[config.mk]
export PLATFORM = sky130hd
export DESIGN_NAME = id_scoreboard
export DESIGN_NICKNAME = d
export VERILOG_FILES = /design/src/rtl/sb_pkg.sv /design/src/rtl/sb_counter.sv /design/src/rtl/id_scoreboard.sv
export SDC_FILE = /design/constraint.sdc
export NUM_CORES = 1
export LEC_CHECK = 0
export BUFFER_PORTS_ARGS = -buffer_cell sky130_fd_sc_hd__buf_4
export CAP_MARGIN = 20
export CORE_MARGIN = 2
export CORE_UTILIZATION = 55
export CTS_BUF_LIST = sky130_fd_sc_hd__clkbuf_8
export DETAILED_ROUTE_END_ITERATION = 16
export PLACE_DENSITY = 0.8
export SETUP_SLACK_MARGIN = 0.05
export SYNTH_ARGS = -nofsm -noshare
export SYNTH_HDL_FRONTEND = slang
export SYNTH_SLANG_ARGS = --single-unit
[constraint.sdc]
create_clock -name clk -period 2.2 [get_ports clk]
set_input_delay 0.22 -clock clk [delete_from_list [all_inputs] [get_ports clk]]
set_output_delay 0.22 -clock clk [all_outputs]
set_load 0.1 [all_outputs]
[src/rtl/sb_pkg.sv]
// Shared definitions for the ID-stage register scoreboard.
//   NREG    : number of GPRs (r0 is hard-wired zero and never tracked)
//   AW      : register address width
//   CNT_W   : width of each per-register in-flight write counter
//   CNT_MAX : saturation value of a counter
//   sb_cnt_t: counter type
package sb_pkg;
   localparam int NREG  = 32;
   localparam int AW    = 5;
   localparam int CNT_W = 2;

   typedef logic [CNT_W-1:0] sb_cnt_t;

   localparam sb_cnt_t CNT_MAX = sb_cnt_t'((1 << CNT_W) - 1);
endpackage

[src/rtl/sb_counter.sv]
// Saturating up/down counter tracking in-flight writes to one GPR.
// Ports:
//   clk, resetn : clock (rising edge), asynchronous active-low reset
//   inc         : a write to this register issues this cycle
//   dec         : a write to this register retires this cycle
//   clr         : flush, forces the count to zero and overrides inc/dec
//   cnt         : registered count
//   busy        : cnt != 0
//   err         : single-cycle flag, issue while saturated or retire while empty
module sb_counter
   import sb_pkg::*;
(
   input  logic    clk,
   input  logic    resetn,
   input  logic    inc,
   input  logic    dec,
   input  logic    clr,
   output sb_cnt_t cnt,
   output logic    busy,
   output logic    err
);

   sb_cnt_t cnt_q;
   sb_cnt_t cnt_d;

   always_comb begin
      cnt_d = cnt_q;
      err   = 1'b0;
      if (clr) begin
         cnt_d = '0;
      end else if (inc && !dec) begin
         // Saturate rather than wrap so the register stays busy.
         if (cnt_q == CNT_MAX) err   = 1'b1;
         else                  cnt_d = cnt_q + sb_cnt_t'(1);
      end else if (dec && !inc) begin
         if (cnt_q == '0) err   = 1'b1;
         else             cnt_d = cnt_q - sb_cnt_t'(1);
      end
   end

   always_ff @(posedge clk or negedge resetn) begin
      if (!resetn) cnt_q <= '0;
      else         cnt_q <= cnt_d;
   end

   assign cnt  = cnt_q;
   assign busy = (cnt_q != '0);

endmodule

[src/rtl/id_scoreboard.sv]
// Register-file scoreboard and interlock controller for the ID stage.
// Counts in-flight GPR writes between ID issue and WB retire, tracks the
// load currently in EX, and produces a single stall for ID_ReadyGo.
// Ports:
//   clk, resetn                 : clock, asynchronous active-low reset
//   id_valid                    : ID holds a valid instruction
//   id_src1_used/id_src1        : rj read enable / address
//   id_src2_used/id_src2        : rk/rd read enable / address
//   id_we/id_dest               : instruction writes GPR id_dest
//   id_is_load                  : instruction is a load
//   id_fire                     : ID->EX transfer this cycle
//   ex_fire                     : EX->ME transfer this cycle
//   wb_valid/wb_we/wb_dest      : retiring instruction and its GPR write
//   flush                       : kill everything in flight
//   sb_stall                    : hold ID (combinational)
//   busy_vec                    : registered busy bit per GPR, bit 0 always 0
//   sb_err                      : sticky bookkeeping error
module id_scoreboard
   import sb_pkg::*;
#(
   parameter bit FWD_EN = 1'b1
) (
   input  logic            clk,
   input  logic            resetn,
   input  logic            id_valid,
   input  logic            id_src1_used,
   input  logic [AW-1:0]   id_src1,
   input  logic            id_src2_used,
   input  logic [AW-1:0]   id_src2,
   input  logic            id_we,
   input  logic [AW-1:0]   id_dest,
   input  logic            id_is_load,
   input  logic            id_fire,
   input  logic            ex_fire,
   input  logic            wb_valid,
   input  logic            wb_we,
   input  logic [AW-1:0]   wb_dest,
   input  logic            flush,
   output logic            sb_stall,
   output logic [NREG-1:0] busy_vec,
   output logic            sb_err
);

   logic [NREG-1:0][CNT_W-1:0] cnt_vec;
   logic [NREG-1:0]            err_vec;

   logic          ld_valid_q, ld_valid_d;
   logic [AW-1:0] ld_dest_q,  ld_dest_d;
   logic          sb_err_q,   sb_err_d;

   // r0 is never tracked.
   assign cnt_vec[0]  = '0;
   assign busy_vec[0] = 1'b0;
   assign err_vec[0]  = 1'b0;

   for (genvar i = 1; i < NREG; i++) begin : g_cnt
      sb_counter u_cnt (
         .clk    (clk),
         .resetn (resetn),
         .inc    (id_fire & id_we & (id_dest == AW'(i))),
         .dec    (wb_valid & wb_we & (wb_dest == AW'(i))),
         .clr    (flush),
         .cnt    (cnt_vec[i]),
         .busy   (busy_vec[i]),
         .err    (err_vec[i])
      );
   end

   // Load tracker: a load issuing in the same cycle as ex_fire takes priority.
   always_comb begin
      ld_valid_d = ld_valid_q;
      ld_dest_d  = ld_dest_q;
      if (flush) begin
         ld_valid_d = 1'b0;
      end else if (id_fire && id_is_load && id_we) begin
         ld_valid_d = 1'b1;
         ld_dest_d  = id_dest;
      end else if (ex_fire) begin
         ld_valid_d = 1'b0;
      end
   end

   // Counters already suppress their err during flush.
   always_comb begin
      sb_err_d = sb_err_q | (|err_vec);
   end

   always_ff @(posedge clk or negedge resetn) begin
      if (!resetn) begin
         ld_valid_q <= 1'b0;
         ld_dest_q  <= '0;
         sb_err_q   <= 1'b0;
      end else begin
         ld_valid_q <= ld_valid_d;
         ld_dest_q  <= ld_dest_d;
         sb_err_q   <= sb_err_d;
      end
   end

   assign sb_err = sb_err_q;

   // Hazard detection. No WB bypass: a retiring register is still busy this cycle.
   logic hit_busy, hit_ld, sat;

   always_comb begin
      hit_busy = (id_src1_used & busy_vec[id_src1]) |
                 (id_src2_used & busy_vec[id_src2]);
      // ld_dest of r0 can never produce a hazard.
      hit_ld   = ld_valid_q & (ld_dest_q != '0) &
                 ((id_src1_used & (id_src1 == ld_dest_q)) |
                  (id_src2_used & (id_src2 == ld_dest_q)));
      sat      = id_we & (id_dest != '0) & (cnt_vec[id_dest] == CNT_MAX);
      sb_stall = id_valid & ~flush & (sat | (FWD_EN ? hit_ld : hit_busy));
   end

endmodule

==> flow_summary.toml, run 1 <==
[run_status]
status = "complete, but fails checks"
violations = "negative hold slack, negative setup slack"

[drt]
firstDrtPassIters = 6
viasPerCell = 6.28
route.detailed.drc = 0
drt_first_iter_violations = 614
drt_wl_total_um = 19400
wire_per_inst_um = 18.3
vias = 6634
ant_nets = 0

[logic_synthesis]
seq_area_frac_synth_pct = 30.0
syn_area_per_cell_um2 = 7.41
synth_cell_types = 59
yosys-top-cells-count = "a21oi_1 (109), dfrtp_1 (69), nor2_1 (69), nand2_1 (66), o21ai_0 (59)"
ys_ff_latch = 69
synth_top_cell_area_share_pct = 30.0
synth_edf_count = 0
synth.largest_area_cell = "dfrtp_1"
synth_area_um2 = 5760
syn_inst = 777
yosys.cell_count.top_type = "a21oi_1"
synthTopCellsByArea = "dfrtp_1 (30%), a21oi_1 (9.5%), o21ai_0 (5.1%)"
syn_nets = 809
async_flop_share_pct = 100
ys_warn_count = 0
synth_flop_cell = "dfrtp_1"

[power]
vdd_ir_drop_max_v = 0.000345
p_total_mw = 3.09
p_leak_nw = 3.22
pwr_density_cell_nw_per_um2 = 425

[setup_path]
endpoint_kind = "primary output"
arrival_ns = 2.22
cp-start-kind = "flop"
required_ns = 1.98
cp_max_fo = 2
critical_path_class = "reg -> out"

[layout]
area_growth_pct = 26.4
drive_gt1_share_pct = 30.6
finish.net_count = 948
final_area_um2 = 7280
antenna_cells = 0
n_fill_cell = 850
stdcell_count = 1057

[clocking]
cts_root_buf = "clkbuf_8"
cts_buffer_depth = 2
holdBufCountCts = 0
clk_transition_reported_paths_ns = 0.09
cts_tree = "built"
cts_made_buffers = 9
worstSkewPairLatency_ns = 0.37
htree_levels = 3
cts_sinks = 69

[place]
place_area_um2 = 7010
hpwl_um = 14600
dp_cells = 1040
port_buffers = 64
place_congestion = 0.994

[floorplan]
start_util_pct = 56.3
rows = 37
die_w_um = 106
io_pins = 66
die_area_um2 = 11300
chipHeight_um = 106
coreArea_um2 = 10200

[grt]
grt_max_degree = 70
grtUsageMet2_pct = 57.8
met1_usage_pct = 45.1
grt_pass1_vias = 6303
grt_pass1_wl_um = 31300
antenna_found_initial = 0
track_usage_pct = 35.3
grt_busiest_layer = "met2"
grtUsageMet3_pct = 5.82
overflow = 0

[timing]
period_share_pct = 111
drv_slew = 0
finalSetupViolCount = 1
hold_ws_ns = -0.00849
rsz0062_at_grt = "true"
hold_viol_final = 10
skew_ns = 0.0166
worst_slack_ns = -0.238
clock.fmax_mhz = 410
min_period_ns = 2.44
worstMarginPinSlew_ns = 0.928
slew_headroom_pct = 38.2

[job]
maxCapViolations = 0

[worst_hold_path]
hp-class = "in -> async"
==> area by class of cell <==
type / instances / area [µm²] / share of cell area [%]
clock buffers: 10 / 138 / 1.89
clock inverters: 6 / 87.6 / 1.20
inverters: 8 / 30.0 / 0.413
multi-input cells: 629 / 3590 / 49.4
flip-flops and latches: 69 / 1730 / 23.7
well taps: 136 / 170 / 2.34
repair buffers: 199 / 1530 / 21.0
==> stage by stage <==
stage | worst slack (ns) | TNS, ns | util (%)
5_1_grt | -0.330 | -0.330 | 71.1
6_report | -0.238 | -0.238 | 71.1
3_5_place_dp | -0.169 | -0.272 | 68.5
4_1_cts | -0.230 | -0.230 | 71.0
2_1_floorplan | 0.0613 | 0 | -
3_3_place_gp | -0.207 | -0.289 | 68.5
==> critical path, stage by stage (launching register included) <==
cell and delay [ns]:
dfrtp_1 0.39, nand3_1 0.13, o21ai_2 0.07, mux4_2 0.50, a221oi_2 0.28, a21oi_2 0.06, a41o_2 0.25, buf_12 0.17
==> repair_timing <==
| item | 4_1_cts | 5_1_grt |
|---|---|---|
| buffers inserted | 1 | 0 |
| pin swaps | 3 | 0 |
| endpoints found under the hold margin | 0 | 0 |
| endpoints found under the setup margin | 1 | 1 |
| gates cloned | 0 | 0 |
| gates resized for setup | 9 | 3 |
==> cells by family after synthesis <==
| family | share of synthesized area (%) |
|---|---|
| buf+inv | 8.08 |
| mux | 0.978 |
| other cells | 0.0651 |
| compound gates | 22.1 |
| xor+xnor | 1.52 |
| flops | 30.0 |
| simple gates | 37.3 |
==> flip-flops by register name (all words and copies together), names as in the netlist <==
register	count
g_cnt.u_cnt.cnt	62
ld_dest_q	5
ld_valid_q	1
sb_err	1
==> cell usage in the layout (no fill, tap or decap), types with 4 or more instances in the layout <==
cell | netlist | layout
a31oi_1 | 15 | 15
nand4_1 | 9 | 9
nor3_2 | 12 | 12
nor3_1 | 25 | 25
dfrtp_1 | 69 | 69
nor4_1 | 35 | 35
and2_1 | 20 | 20
and3_1 | 4 | 4
nand2_1 | 66 | 65
xor2_1 | 8 | 8
inv_1 | 8 | 9
o21ai_0 | 59 | 56
a21oi_1 | 109 | 108
or2_2 | 38 | 38
buf_4 | 34 | 196
o31ai_1 | 5 | 5
nor2_1 | 69 | 69
nand3_1 | 48 | 47
nor2b_1 | 20 | 20
clkbuf_8 | 0 | 10
a21o_1 | 5 | 5
nand3b_1 | 9 | 9
o211ai_1 | 11 | 11
and4_1 | 8 | 8
==> final timing paths <==
check / end / startpoint / slack (ns) / cells after the start
setup reg to reg: sb_err / g_cnt[4].u_cnt.cnt[1] / 0.17 / 7
setup / recovery: sb_stall / g_cnt[15].u_cnt.cnt[0] / -0.24 / 7
hold / removal: sb_err / resetn / -0.008 / 1
max in group asynchronous: g_cnt[26].u_cnt.cnt[1] / resetn / 1.61 / 1
hold reg to reg: ld_valid_q / ld_valid_q / 0.48 / 2
min in group clk: ld_valid_q / ex_fire / 0.09 / 4
==> per-layer routing <==
layer  up-vias  wire [µm]  part of all wire (%)
li1       3095          -                     -
met1      3140       7870                    41
met2       324       9190                    47
met3        75       1500                   7.7
met4         0        813                   4.2
met5         -          0                     0
==> power breakdown <==
group / internal, mW / leakage (nW) / switching, mW / total [mW]
clock network: 0.667 / 0.110 / 0.543 / 1.21
registers: 1.30 / 0.953 / 0.0401 / 1.34
logic: 0.201 / 2.16 / 0.342 / 0.544
total: 2.16 / 3.22 / 0.925 / 3.09
Note: power is estimated with default switching activity, not from simulation.
==> run 2: changes to the inputs <==
==> constraint.sdc (replaced) <==
create_clock -name clk -period 2.2 [get_ports clk]
set_input_delay 0.22 -clock clk [delete_from_list [all_inputs] [get_ports clk]]
set_output_delay 0.22 -clock clk [all_outputs]
set_load 0.005 [all_outputs]
==> run 2 against run 1 <==
  * The run still ends with negative hold slack, negative setup slack left
  * Cell count down 0.66%
  * Hold slack better by 0.0058 ns
  * First-iteration DRC count up 2.0%
  * Global-route usage down 0.74 points
  * Fmax up 3.6%
  * Clock skew down 0.0070 ns
  * Routed wire length up 0.76%
  * Combinational power down 15%
  * Clock-buffer cell count unchanged
  * Via count up 0.33%
  * Core utilization down 0.91 points
  * Non-clock buffer count down 5
  * Critical endpoint unchanged
==> flow_summary.toml, run 2 (synthesis results as in run 1) <==
[setup_path]
arrival_ns = 2.13
path_cells = "nand2_2 -> o21ai_1 -> mux4_2 -> a221oi_2 -> a21oi_1 -> a41o_1 -> buf_4"
crit_buf_inv = 1
worst_path_largest_cell_delay_ns = 0.52
r2r_start = "g_cnt[15].u_cnt.cnt[0]"
crit_family = "compound AO/OA/AOI/OAI gates"
critPathSlowestCell = "mux4_2"
rrSetupSlack_ns = 0.27
crit-reg2reg-capture = "sb_err"
endpoint = "sb_stall"
endpoint_kind = "primary output"
r2r_cells = 8
startpoint = "g_cnt[13].u_cnt.cnt[0]"
critical_path_class = "reg -> out"
required_ns = 1.98
cp_max_fo = 2
cp_num_cells = 7
cp-start-kind = "flop"

[floorplan]
rows = 37
coreArea_um2 = 10200
io_pins = 66
start_util_pct = 56.3
chipHeight_um = 106
die_area_um2 = 11300
die_w_um = 106

[layout]
regArea_um2 = 1730
drive_gt1_share_pct = 30.0
largest_register_ffs = 62
finish.net_count = 943
area_growth_pct = 24.8
multi_input_area_um2 = 3590
antenna_cells = 0
stdcell_count = 1050
final_cell_mix = "buf_4 (192), a21oi_1 (109), nor2_1 (69), dfrtp_1 (67), nand2_1 (65)"
utilization_pct = 70.2
n_fill_cell = 845
final_area_um2 = 7180
mostFrequentLayoutCell = "buf_4"

[timing]
slew_headroom_pct = 37.2
clock.fmax_mhz = 425
hold_ws_ns = -0.00267
period_share_pct = 107
hold_viol_final = 3
fin_tns_setup_ns = -0.153
worst_slack_ns = -0.153
rsz0062_at_grt = "true"
worstMarginPinSlew_ns = 0.942
drv_slew = 0
skew_ns = 0.00952
finalSetupViolCount = 1
min_period_ns = 2.35

[power]
p_total_mw = 2.84
vdd_ir_drop_max_v = 0.000242
p_leak_nw = 3.18
pwr_density_cell_nw_per_um2 = 396

[run_status]
status = "complete, but fails checks"
violations = "negative hold slack, negative setup slack"

[drt]
firstDrtPassIters = 5
ant_nets = 0
viasPerCell = 6.34
route.detailed.drc = 0
drt_wl_total_um = 19500
drt_first_iter_violations = 626
vias = 6656
wire_per_inst_um = 18.6

[place]
place_congestion = 1.04
place_area_um2 = 6940
hpwl_um = 14600
dp_cells = 1032
post-place-ws_ns = -0.197
port_buffers = 64

[grt]
grt_pass1_wl_um = 30500
overflow = 0
antenna_found_initial = 0
grt_max_degree = 70
grt_pass1_vias = 6030
track_usage_pct = 34.6

[clocking]
htree_levels = 3
cts_root_buf = "clkbuf_8"
cts_buffer_depth = 2
cts_sinks = 69
cts_made_buffers = 9
cts_tree = "built"
worstSkewPairLatency_ns = 0.36
clk_transition_reported_paths_ns = 0.08

[job]
maxCapViolations = 0

[worst_hold_path]
hp-class = "in -> async"
run 2: metal layers:
layer | wire length (µm) | track usage, % | up-vias
met5 | 0 | 0 | -
met4 | 691 | 15.4 | 0
met3 | 1880 | 5.03 | 53
met2 | 9170 | 55.5 | 380
met1 | 7780 | 46.3 | 3139
li1 | - | - | 3084
run 2: worst min-delay path by stage:
stage                     startpoint                     end  slack, ns  cells past startpoint
after floorplan               resetn  g_cnt[10].u_cnt.cnt[0]      -0.08                      0
after detailed placement      resetn  g_cnt[31].u_cnt.cnt[0]       0.42                      1
after global placement        resetn  g_cnt[31].u_cnt.cnt[0]       0.40                      1
after global routing          resetn  g_cnt[31].u_cnt.cnt[1]       0.07                      1
final                         resetn  g_cnt[31].u_cnt.cnt[0]     -0.003                      1
after CTS                     resetn  g_cnt[15].u_cnt.cnt[0]       0.03                      1
run 2: timing repair:
item / CTS / global route
gates cloned: 0 / 0
setup buffers: 4 / 0
setup endpoints to repair: 1 / 2
gates resized for setup: 9 / 2
pin swaps: 5 / 0
hold buffers: 0 / 0
run 2: worst reg2reg max path, cell delays in order (launching register included):
cell and delay (ns):
dfrtp_1 0.40, buf_4 0.14, buf_4 0.14, or2_2 0.30, o311ai_0 0.35, buf_4 0.18, nor2_1 0.04, buf_4 0.13
a41oi_1 0.18
run 2: area by class of cell:
| class | count | area share (%) |
|---|---|---|
| well taps | 136 | 2.37 |
| clock inverters | 4 | 0.592 |
| flip-flops and latches | 69 | 24.1 |
| inverters | 8 | 0.418 |
| clock buffers | 10 | 1.92 |
| repair buffers | 194 | 20.6 |
| multi-input cells | 629 | 50.0 |
run 2: power breakdown:
part	internal [mW]	leakage, nW	switching (mW)
clock	0.533	0.101	0.510
sequential	1.30	0.950	0.0426
combinational	0.196	2.13	0.265
total	2.03	3.18	0.818
